### config.mk
export PLATFORM = sky130hd
export DESIGN_NAME = fifo_halfword_burst_reader_flat
export DESIGN_NICKNAME = d
export VERILOG_FILES = /design/src/rtl/fifo_halfword_burst_reader_pkg.sv /design/src/rtl/fifo_halfword_burst_reader_if.sv /design/src/rtl/fifo_halfword_burst_reader_half_beat_out_reg.sv /design/src/rtl/fifo_halfword_burst_reader.sv /design/src/flat_wrapper.sv
export SDC_FILE = /design/constraint.sdc
export NUM_CORES = 1
export LEC_CHECK = 0
export ABC_AREA = 1
export CAP_MARGIN = 15
export CORE_UTILIZATION = 53
export CTS_CLUSTER_SIZE = 28
export DETAILED_ROUTE_END_ITERATION = 6
export GPL_TIMING_DRIVEN = 0
export PLACE_DENSITY = 0.86
export SYNTH_ARGS = -nofsm -noshare
export SYNTH_HDL_FRONTEND = slang
export SYNTH_HIERARCHICAL = 1
export SYNTH_SLANG_ARGS = --single-unit
### constraint.sdc
create_clock -name clk -period 3.3 [get_ports clk]
set_input_delay 0.66 -clock clk [delete_from_list [all_inputs] [get_ports clk]]
set_output_delay 0.66 -clock clk [all_outputs]
set_load 0.03 [all_outputs]
### src/rtl/fifo_halfword_burst_reader_pkg.sv
// Shared types and constants for the half-word burst reader.
package fifo_halfword_burst_reader_pkg;

    localparam int unsigned STATE_W = 2;

    typedef logic [STATE_W-1:0] half_burst_state_t;

    // Burst controller states
    localparam half_burst_state_t IDLE   = 2'd0;
    localparam half_burst_state_t RUN    = 2'd1;
    localparam half_burst_state_t FINISH = 2'd2;

endpackage

### src/rtl/fifo_halfword_burst_reader_if.sv
// Request, FIFO-side and output-stream signals of the half-word burst reader.
interface fifo_halfword_burst_reader_if #(
    parameter int unsigned WIDTH     = 32,
    parameter int unsigned COUNTBITS = 16
);
    logic                 req_valid;
    logic                 req_ready;
    logic [COUNTBITS-1:0] req_halfwords;
    logic                 abort;
    logic [WIDTH-1:0]     fifo_dataout;
    logic                 fifo_valid;
    logic                 fifo_halfvalid;
    logic                 fifo_read;
    logic                 fifo_only_read_half;
    logic [WIDTH-1:0]     out_data;
    logic                 out_half;
    logic                 out_valid;
    logic                 out_ready;
    logic                 done;
    logic                 aborted;
    logic                 busy;
    logic [COUNTBITS-1:0] xfer_count;

    // Reader block view
    modport master (
        input  req_valid, req_halfwords, abort,
        input  fifo_dataout, fifo_valid, fifo_halfvalid, out_ready,
        output req_ready, fifo_read, fifo_only_read_half,
        output out_data, out_half, out_valid, done, aborted, busy, xfer_count
    );

    // Environment view: requester, FIFO and sink
    modport slave (
        output req_valid, req_halfwords, abort,
        output fifo_dataout, fifo_valid, fifo_halfvalid, out_ready,
        input  req_ready, fifo_read, fifo_only_read_half,
        input  out_data, out_half, out_valid, done, aborted, busy, xfer_count
    );
endinterface

### src/rtl/fifo_halfword_burst_reader_half_beat_out_reg.sv
// Valid/ready output register: load, hold while stalled, clear on accept.
// Half beats are stored with the upper half forced to zero.
module fifo_halfword_burst_reader_half_beat_out_reg #(
    parameter int unsigned WIDTH = 32
) (
    input  logic             clk,
    input  logic             reset_n,
    input  logic             load_i,
    input  logic             half_i,
    input  logic [WIDTH-1:0] data_i,
    input  logic             ready_i,
    output logic [WIDTH-1:0] data_o,
    output logic             half_o,
    output logic             valid_o
);
    localparam int unsigned HALF_W = WIDTH / 2;

    logic [WIDTH-1:0] data_q, data_d;
    logic             half_q, half_d;
    logic             valid_q, valid_d;

    // Next beat: a load always wins, otherwise an accepted beat empties the slot
    always_comb begin
        data_d  = data_q;
        half_d  = half_q;
        valid_d = valid_q;
        if (load_i) begin
            valid_d = 1'b1;
            half_d  = half_i;
            data_d  = half_i ? {{(WIDTH - HALF_W){1'b0}}, data_i[HALF_W-1:0]} : data_i;
        end else if (ready_i) begin
            valid_d = 1'b0;
        end
    end

    // Beat register; reset discards any pending beat
    always_ff @(posedge clk or negedge reset_n) begin
        if (!reset_n) begin
            data_q  <= '0;
            half_q  <= 1'b0;
            valid_q <= 1'b0;
        end else begin
            data_q  <= data_d;
            half_q  <= half_d;
            valid_q <= valid_d;
        end
    end

    assign data_o  = data_q;
    assign half_o  = half_q;
    assign valid_o = valid_q;

endmodule

### src/rtl/fifo_halfword_burst_reader.sv
// Drains a requested number of half-words from a half-width-read FIFO,
// using full-word reads while two or more remain and a lower-half read for an odd tail.
module fifo_halfword_burst_reader
    import fifo_halfword_burst_reader_pkg::*;
#(
    parameter int unsigned WIDTH     = 32,
    parameter int unsigned COUNTBITS = 16
) (
    input  logic                          clk,
    input  logic                          reset_n,
    fifo_halfword_burst_reader_if.master  bus
);
    half_burst_state_t    state_q, state_d;
    logic [COUNTBITS-1:0] remaining_q, remaining_d;
    logic [COUNTBITS-1:0] xfer_q, xfer_d;
    logic                 abort_lat_q, abort_lat_d;
    logic                 done_q, done_d;
    logic                 aborted_q, aborted_d;
    logic                 busy_q, busy_d;
    logic                 req_ready_q, req_ready_d;

    logic                 slot_free_c;
    logic                 rd_c;
    logic                 rd_half_c;

    // The output slot can take a new beat when empty or being drained this cycle
    assign slot_free_c = !bus.out_valid || bus.out_ready;

    // Next-state, counters and read issue
    always_comb begin
        state_d     = state_q;
        remaining_d = remaining_q;
        xfer_d      = xfer_q;
        abort_lat_d = abort_lat_q;
        done_d      = 1'b0;
        aborted_d   = 1'b0;
        rd_c        = 1'b0;
        rd_half_c   = 1'b0;

        case (state_q)
            IDLE: begin
                if (bus.req_valid) begin
                    xfer_d = '0;
                    if (bus.req_halfwords != '0) begin
                        remaining_d = bus.req_halfwords;
                        abort_lat_d = 1'b0;
                        state_d     = RUN;
                    end else begin
                        done_d = 1'b1;
                    end
                end
            end
            RUN: begin
                if (bus.abort) begin
                    abort_lat_d = 1'b1;
                    state_d     = FINISH;
                end else if ((remaining_q >= COUNTBITS'(2)) && bus.fifo_valid && slot_free_c) begin
                    rd_c        = 1'b1;
                    remaining_d = remaining_q - COUNTBITS'(2);
                    xfer_d      = xfer_q + COUNTBITS'(2);
                    if (remaining_q == COUNTBITS'(2)) begin
                        state_d = FINISH;
                    end
                end else if ((remaining_q == COUNTBITS'(1)) && bus.fifo_halfvalid && slot_free_c) begin
                    rd_c        = 1'b1;
                    rd_half_c   = 1'b1;
                    remaining_d = '0;
                    xfer_d      = xfer_q + COUNTBITS'(1);
                    state_d     = FINISH;
                end
            end
            FINISH: begin
                if (slot_free_c) begin
                    done_d    = 1'b1;
                    aborted_d = abort_lat_q;
                    state_d   = IDLE;
                end
            end
            default: begin
                state_d = IDLE;
            end
        endcase

        busy_d      = (state_d != IDLE);
        req_ready_d = (state_d == IDLE);
    end

    // Controller state and status registers
    always_ff @(posedge clk or negedge reset_n) begin
        if (!reset_n) begin
            state_q     <= IDLE;
            remaining_q <= '0;
            xfer_q      <= '0;
            abort_lat_q <= 1'b0;
            done_q      <= 1'b0;
            aborted_q   <= 1'b0;
            busy_q      <= 1'b0;
            req_ready_q <= 1'b1;
        end else begin
            state_q     <= state_d;
            remaining_q <= remaining_d;
            xfer_q      <= xfer_d;
            abort_lat_q <= abort_lat_d;
            done_q      <= done_d;
            aborted_q   <= aborted_d;
            busy_q      <= busy_d;
            req_ready_q <= req_ready_d;
        end
    end

    fifo_halfword_burst_reader_half_beat_out_reg #(
        .WIDTH (WIDTH)
    ) u_out_reg (
        .clk     (clk),
        .reset_n (reset_n),
        .load_i  (rd_c),
        .half_i  (rd_half_c),
        .data_i  (bus.fifo_dataout),
        .ready_i (bus.out_ready),
        .data_o  (bus.out_data),
        .half_o  (bus.out_half),
        .valid_o (bus.out_valid)
    );

    assign bus.fifo_read           = rd_c;
    assign bus.fifo_only_read_half = rd_half_c;
    assign bus.req_ready           = req_ready_q;
    assign bus.done                = done_q;
    assign bus.aborted             = aborted_q;
    assign bus.busy                = busy_q;
    assign bus.xfer_count          = xfer_q;

endmodule

### src/flat_wrapper.sv
// flat-port wrapper written by rule: the top's interface ports become plain ports
module fifo_halfword_burst_reader_flat import fifo_halfword_burst_reader_pkg::*;
#(
    parameter int unsigned WIDTH     = 32,
    parameter int unsigned COUNTBITS = 16
)
  (clk, reset_n, bus_req_valid, bus_req_halfwords, bus_abort, bus_fifo_dataout, bus_fifo_valid, bus_fifo_halfvalid, bus_out_ready, bus_req_ready, bus_fifo_read, bus_fifo_only_read_half, bus_out_data, bus_out_half, bus_out_valid, bus_done, bus_aborted, bus_busy, bus_xfer_count);
  fifo_halfword_burst_reader_if #(.WIDTH(WIDTH), .COUNTBITS(COUNTBITS)) bus_i ();
  input  logic clk;
  input  logic reset_n;
  input wire logic [$bits(bus_i.req_valid)-1:0] bus_req_valid;
  input wire logic [$bits(bus_i.req_halfwords)-1:0] bus_req_halfwords;
  input wire logic [$bits(bus_i.abort)-1:0] bus_abort;
  input wire logic [$bits(bus_i.fifo_dataout)-1:0] bus_fifo_dataout;
  input wire logic [$bits(bus_i.fifo_valid)-1:0] bus_fifo_valid;
  input wire logic [$bits(bus_i.fifo_halfvalid)-1:0] bus_fifo_halfvalid;
  input wire logic [$bits(bus_i.out_ready)-1:0] bus_out_ready;
  output wire logic [$bits(bus_i.req_ready)-1:0] bus_req_ready;
  output wire logic [$bits(bus_i.fifo_read)-1:0] bus_fifo_read;
  output wire logic [$bits(bus_i.fifo_only_read_half)-1:0] bus_fifo_only_read_half;
  output wire logic [$bits(bus_i.out_data)-1:0] bus_out_data;
  output wire logic [$bits(bus_i.out_half)-1:0] bus_out_half;
  output wire logic [$bits(bus_i.out_valid)-1:0] bus_out_valid;
  output wire logic [$bits(bus_i.done)-1:0] bus_done;
  output wire logic [$bits(bus_i.aborted)-1:0] bus_aborted;
  output wire logic [$bits(bus_i.busy)-1:0] bus_busy;
  output wire logic [$bits(bus_i.xfer_count)-1:0] bus_xfer_count;
  assign bus_i.req_valid = bus_req_valid;
  assign bus_i.req_halfwords = bus_req_halfwords;
  assign bus_i.abort = bus_abort;
  assign bus_i.fifo_dataout = bus_fifo_dataout;
  assign bus_i.fifo_valid = bus_fifo_valid;
  assign bus_i.fifo_halfvalid = bus_fifo_halfvalid;
  assign bus_i.out_ready = bus_out_ready;
  assign bus_req_ready = bus_i.req_ready;
  assign bus_fifo_read = bus_i.fifo_read;
  assign bus_fifo_only_read_half = bus_i.fifo_only_read_half;
  assign bus_out_data = bus_i.out_data;
  assign bus_out_half = bus_i.out_half;
  assign bus_out_valid = bus_i.out_valid;
  assign bus_done = bus_i.done;
  assign bus_aborted = bus_i.aborted;
  assign bus_busy = bus_i.busy;
  assign bus_xfer_count = bus_i.xfer_count;
  fifo_halfword_burst_reader #(.WIDTH(WIDTH), .COUNTBITS(COUNTBITS)) u_core (.clk(clk), .reset_n(reset_n), .bus(bus_i));
endmodule
==> results_dict.tcl <==
set metrics [dict create \
    clock_latency_ps 360 \
    worst_pin_slew_ps 578.8 \
    synth_seq_cells 73 \
    antenna_cells 0 \
    synth_nets 669 \
    power.switching_mw 2.413 \
    cp_slowest_cell "clkdlybuf4s50_1" \
    maxSlewViolCount 0 \
    path_cells "clkdlybuf4s50_1, nor2_1, nor2_1, nand2_4, buf_2, a21oi_1, clkbuf_2" \
    skew_ps 9.617 \
    htree_levels 3 \
    layout_common_cells "nand2_1 (271), clkdlybuf4s50_1 (107), dfrtp_1 (72)" \
    yosysUniqueCellTypes 30 \
    die_h_um 92.21 \
    syn_inst 611 \
    tns_ps 0 \
    comb_power_share_pct 52.8 \
    grt_pass1_vias 4306 \
    syn_area_mm2 0.004313 \
    clockPowerShare_pct 15.5 \
    p_sw_share_pct 46.46 \
    drcViolationCount 0 \
    ant_nets 0 \
    drtIter0Drc 410 \
    cap_viol_max_count 0 \
    final_cell_area_mm2 0.005782 \
    grt_first_pass_wirelength_mm 20.08 \
    startpoint "bus_out_ready" \
    status "finished clean" \
    rrSetupSlack_ps 1070 \
    ctsLongestPathBuffers 2 \
    period_needed_ps 2995 \
    rsz0062_at_grt "no" \
    nets 791 \
    wl_per_cell_um 14.58 \
    place_area_mm2 0.005567 \
    start_util_pct 55.24 \
    port_buffers 110 \
    slowest_delay_ps 510 \
    leakage_nw 2.787 \
    placementRows 32 \
    endpoint_kind "output port" \
    final_hold_viol_count 0 \
    power.share.sequential_pct 31.6 \
    yosysWarnings 6 \
    worst-path-max-fanout 10 \
    dp_cells 824 \
    overflow 0 \
    criticalPathCategory "in2out" \
    design.core.area_mm2 0.007807 \
    grtUsageTotal_pct 30.01 \
    cts_tree "built" \
    worstPathRequired_ps 2640 \
    die_w_um 92.21 \
    vias 4539 \
    holdWs_ps 177.5 \
    synth_top_area_share_pct 41.78 \
    synth.area.top_cells "dfrtp_1 (42%), nand2_1 (24%), nand3_1 (6.2%)" \
    via_per_inst 5.404 \
    final_common_cell "nand2_1" \
    antenna_found_initial 0 \
    postCtsHoldBufs 0 \
    cts_buffers 9 \
    stdcell_count 840 \
    syn2layout_area_growth_pct 34.06 \
    rr_worst_depth 12 \
    path_buf_inv 3 \
    reg2reg_from "u_core/remaining_q[3]$_DFFE_PN0P_" \
    period_share_pct 90.76 \
    internal-power_mw 2.781 \
    clkTransAtPathRegs_ps 90 \
    relSlewSlack_pct 61.41 \
    post_cts_buffers 0 \
    numClockSinks 73 \
    dieArea_mm2 0.008503 \
    worstPathArrival_ps 2340 \
    cp-start-kind "input pin" \
    layout-drive-gt1-share_pct 6.775 \
    setup_viol 0 \
    grt_max_degree 53 \
    r2r_end "u_core/u_out_reg/data_o[1]$_DFFE_PN0P_" \
    cp_common_cell "nor2_1" \
    dp_hpwl_mm 8.710 \
    gp_congestion 0.8856 \
    drt-pass1-iter-count 5 \
    finalWirelength_mm 12.25 \
    ys_seq_area_share_pct 42.38 \
    root_buffer "clkbuf_8" \
    cp_top_family "buffers and inverters" \
    powerDensity_mw_per_mm2 898.4 \
    clock.fmax_mhz 333.9 \
    num_io_pins 111 \
    min_path_type "in2async" \
    synth_top_area_cell "dfrtp_1" \
    syn-mean-instance-area_um2 7.059 \
    path_depth 7 \
    peakVddDrop_mv 0.3970 \
]
==> through the flow <==
stage / utilization (%) / power (mW) / worst slack (ps)
after floorplan: - / 3.316 / 898.0
after global placement: 70.98 / 4.265 / -922.4
after detailed placement: 71.30 / 4.357 / -138.8
after CTS: 74.07 / 5.187 / 54.88
after global routing: 74.05 / 5.535 / 141.3
final: 74.05 / 5.194 / 304.8
==> cells by family (layout without fill, tap and decap cells) <==
| kind of cell | after synthesis | in the layout | share of synthesized area [%] |
|---|---|---|---|
| DFF | 73 | 73 | 42.38 |
| adders and majority gates | 3 | 3 | 0.8704 |
| xor gates and xnor gates | 24 | 24 | 4.874 |
| and+or+nand+nor | 407 | 407 | 39.19 |
| AOI/OAI and AO/OA | 43 | 43 | 5.280 |
| buffers and inverters | 61 | 188 | 7.398 |
==> worst register-to-register path, cell delays in order, from the launching register on <==
cell	delay, ps
dfrtp_1	440
nor2_1	220
nand2_2	120
nor2_4	210
nand2_2	110
nand2_4	130
buf_2	260
a21oi_1	130
buf_6	170
inv_6	90
buf_6	140
nand2_1	70
nand2_1	70
==> sequential cells by signal, summed over array words and instances, names as in the netlist <==
signal / cells
u_core/abort_lat_q: 1
u_core/bus.aborted: 1
u_core/bus.busy: 1
u_core/bus.done: 1
u_core/bus.req_ready: 1
u_core/bus.xfer_count: 16
u_core/remaining_q: 16
u_core/state_q: 2
u_core/u_out_reg/data_o: 32
u_core/u_out_reg/half_o: 1
u_core/u_out_reg/valid_o: 1
==> worst max path at each step <==
stage | to | slack [ps]
after CTS | bus_fifo_only_read_half | 50
after detailed placement | bus_fifo_read | -140
after global placement | u_core/remaining_q[10]$_DFFE_PN0P_ | -920
final | bus_fifo_read | 300
after global routing | bus_fifo_read | 140
after floorplan | bus_fifo_read | 900
==> synth_stat cells (all sizes together) <==
master	number
nand2	275
nor4	1
o211ai	1
inv	37
xnor2	2
a21oi	2
o21bai	2
o21ai	36
nand4	13
buf	17
ha	3
dfrtp	72
or2	2
clkbuf	7
xor2	22
a21boi	2
dfstp	1
nor2	60
nand3	56
==> area by class of cell <==
| type | instances | area [um^2] |
|---|---|---|
| Multi-Input combinational cell | 477 | 2166 |
| Fill cell | 599 | 2026 |
| Sequential cell | 73 | 1828 |
| Timing Repair Buffer | 111 | 1124 |
| Buffer | 24 | 175.2 |
| Inverter | 37 | 143.9 |
| Clock buffer | 10 | 127.6 |
| Tap cell | 102 | 127.6 |
| Clock inverter | 6 | 90.09 |
==> power groups by stage <==
stage,Sequential [mW],Combinational (mW),Clock (mW)
2_1_floorplan,2.17,1.15,0
3_3_place_gp,1.63,2.64,0
3_5_place_dp,1.64,2.71,0
4_1_cts,1.63,2.73,0.818
5_1_grt,1.69,2.98,0.859
6_report,1.64,2.74,0.807
==> layer usage <==
layer | GRT usage, % | vias up | routed length [um] | part of all wire (%)
met4 | 9.635 | 0 | 213 | 1.7
met5 | 0 | - | 0 | 0
met2 | 50.93 | 227 | 6198 | 51
met3 | 5.473 | 28 | 982 | 8.0
met1 | 38.76 | 2114 | 4854 | 40
li1 | - | 2170 | - | -
==> repair_timing <==
item | 4_1_cts | 5_1_grt
gates cloned | 0 | 0
pin swaps | 0 | 0
setup endpoints to repair | 1 | 2
gates resized for setup | 1 | 3
Note: power is estimated with default switching activity, not from simulation.
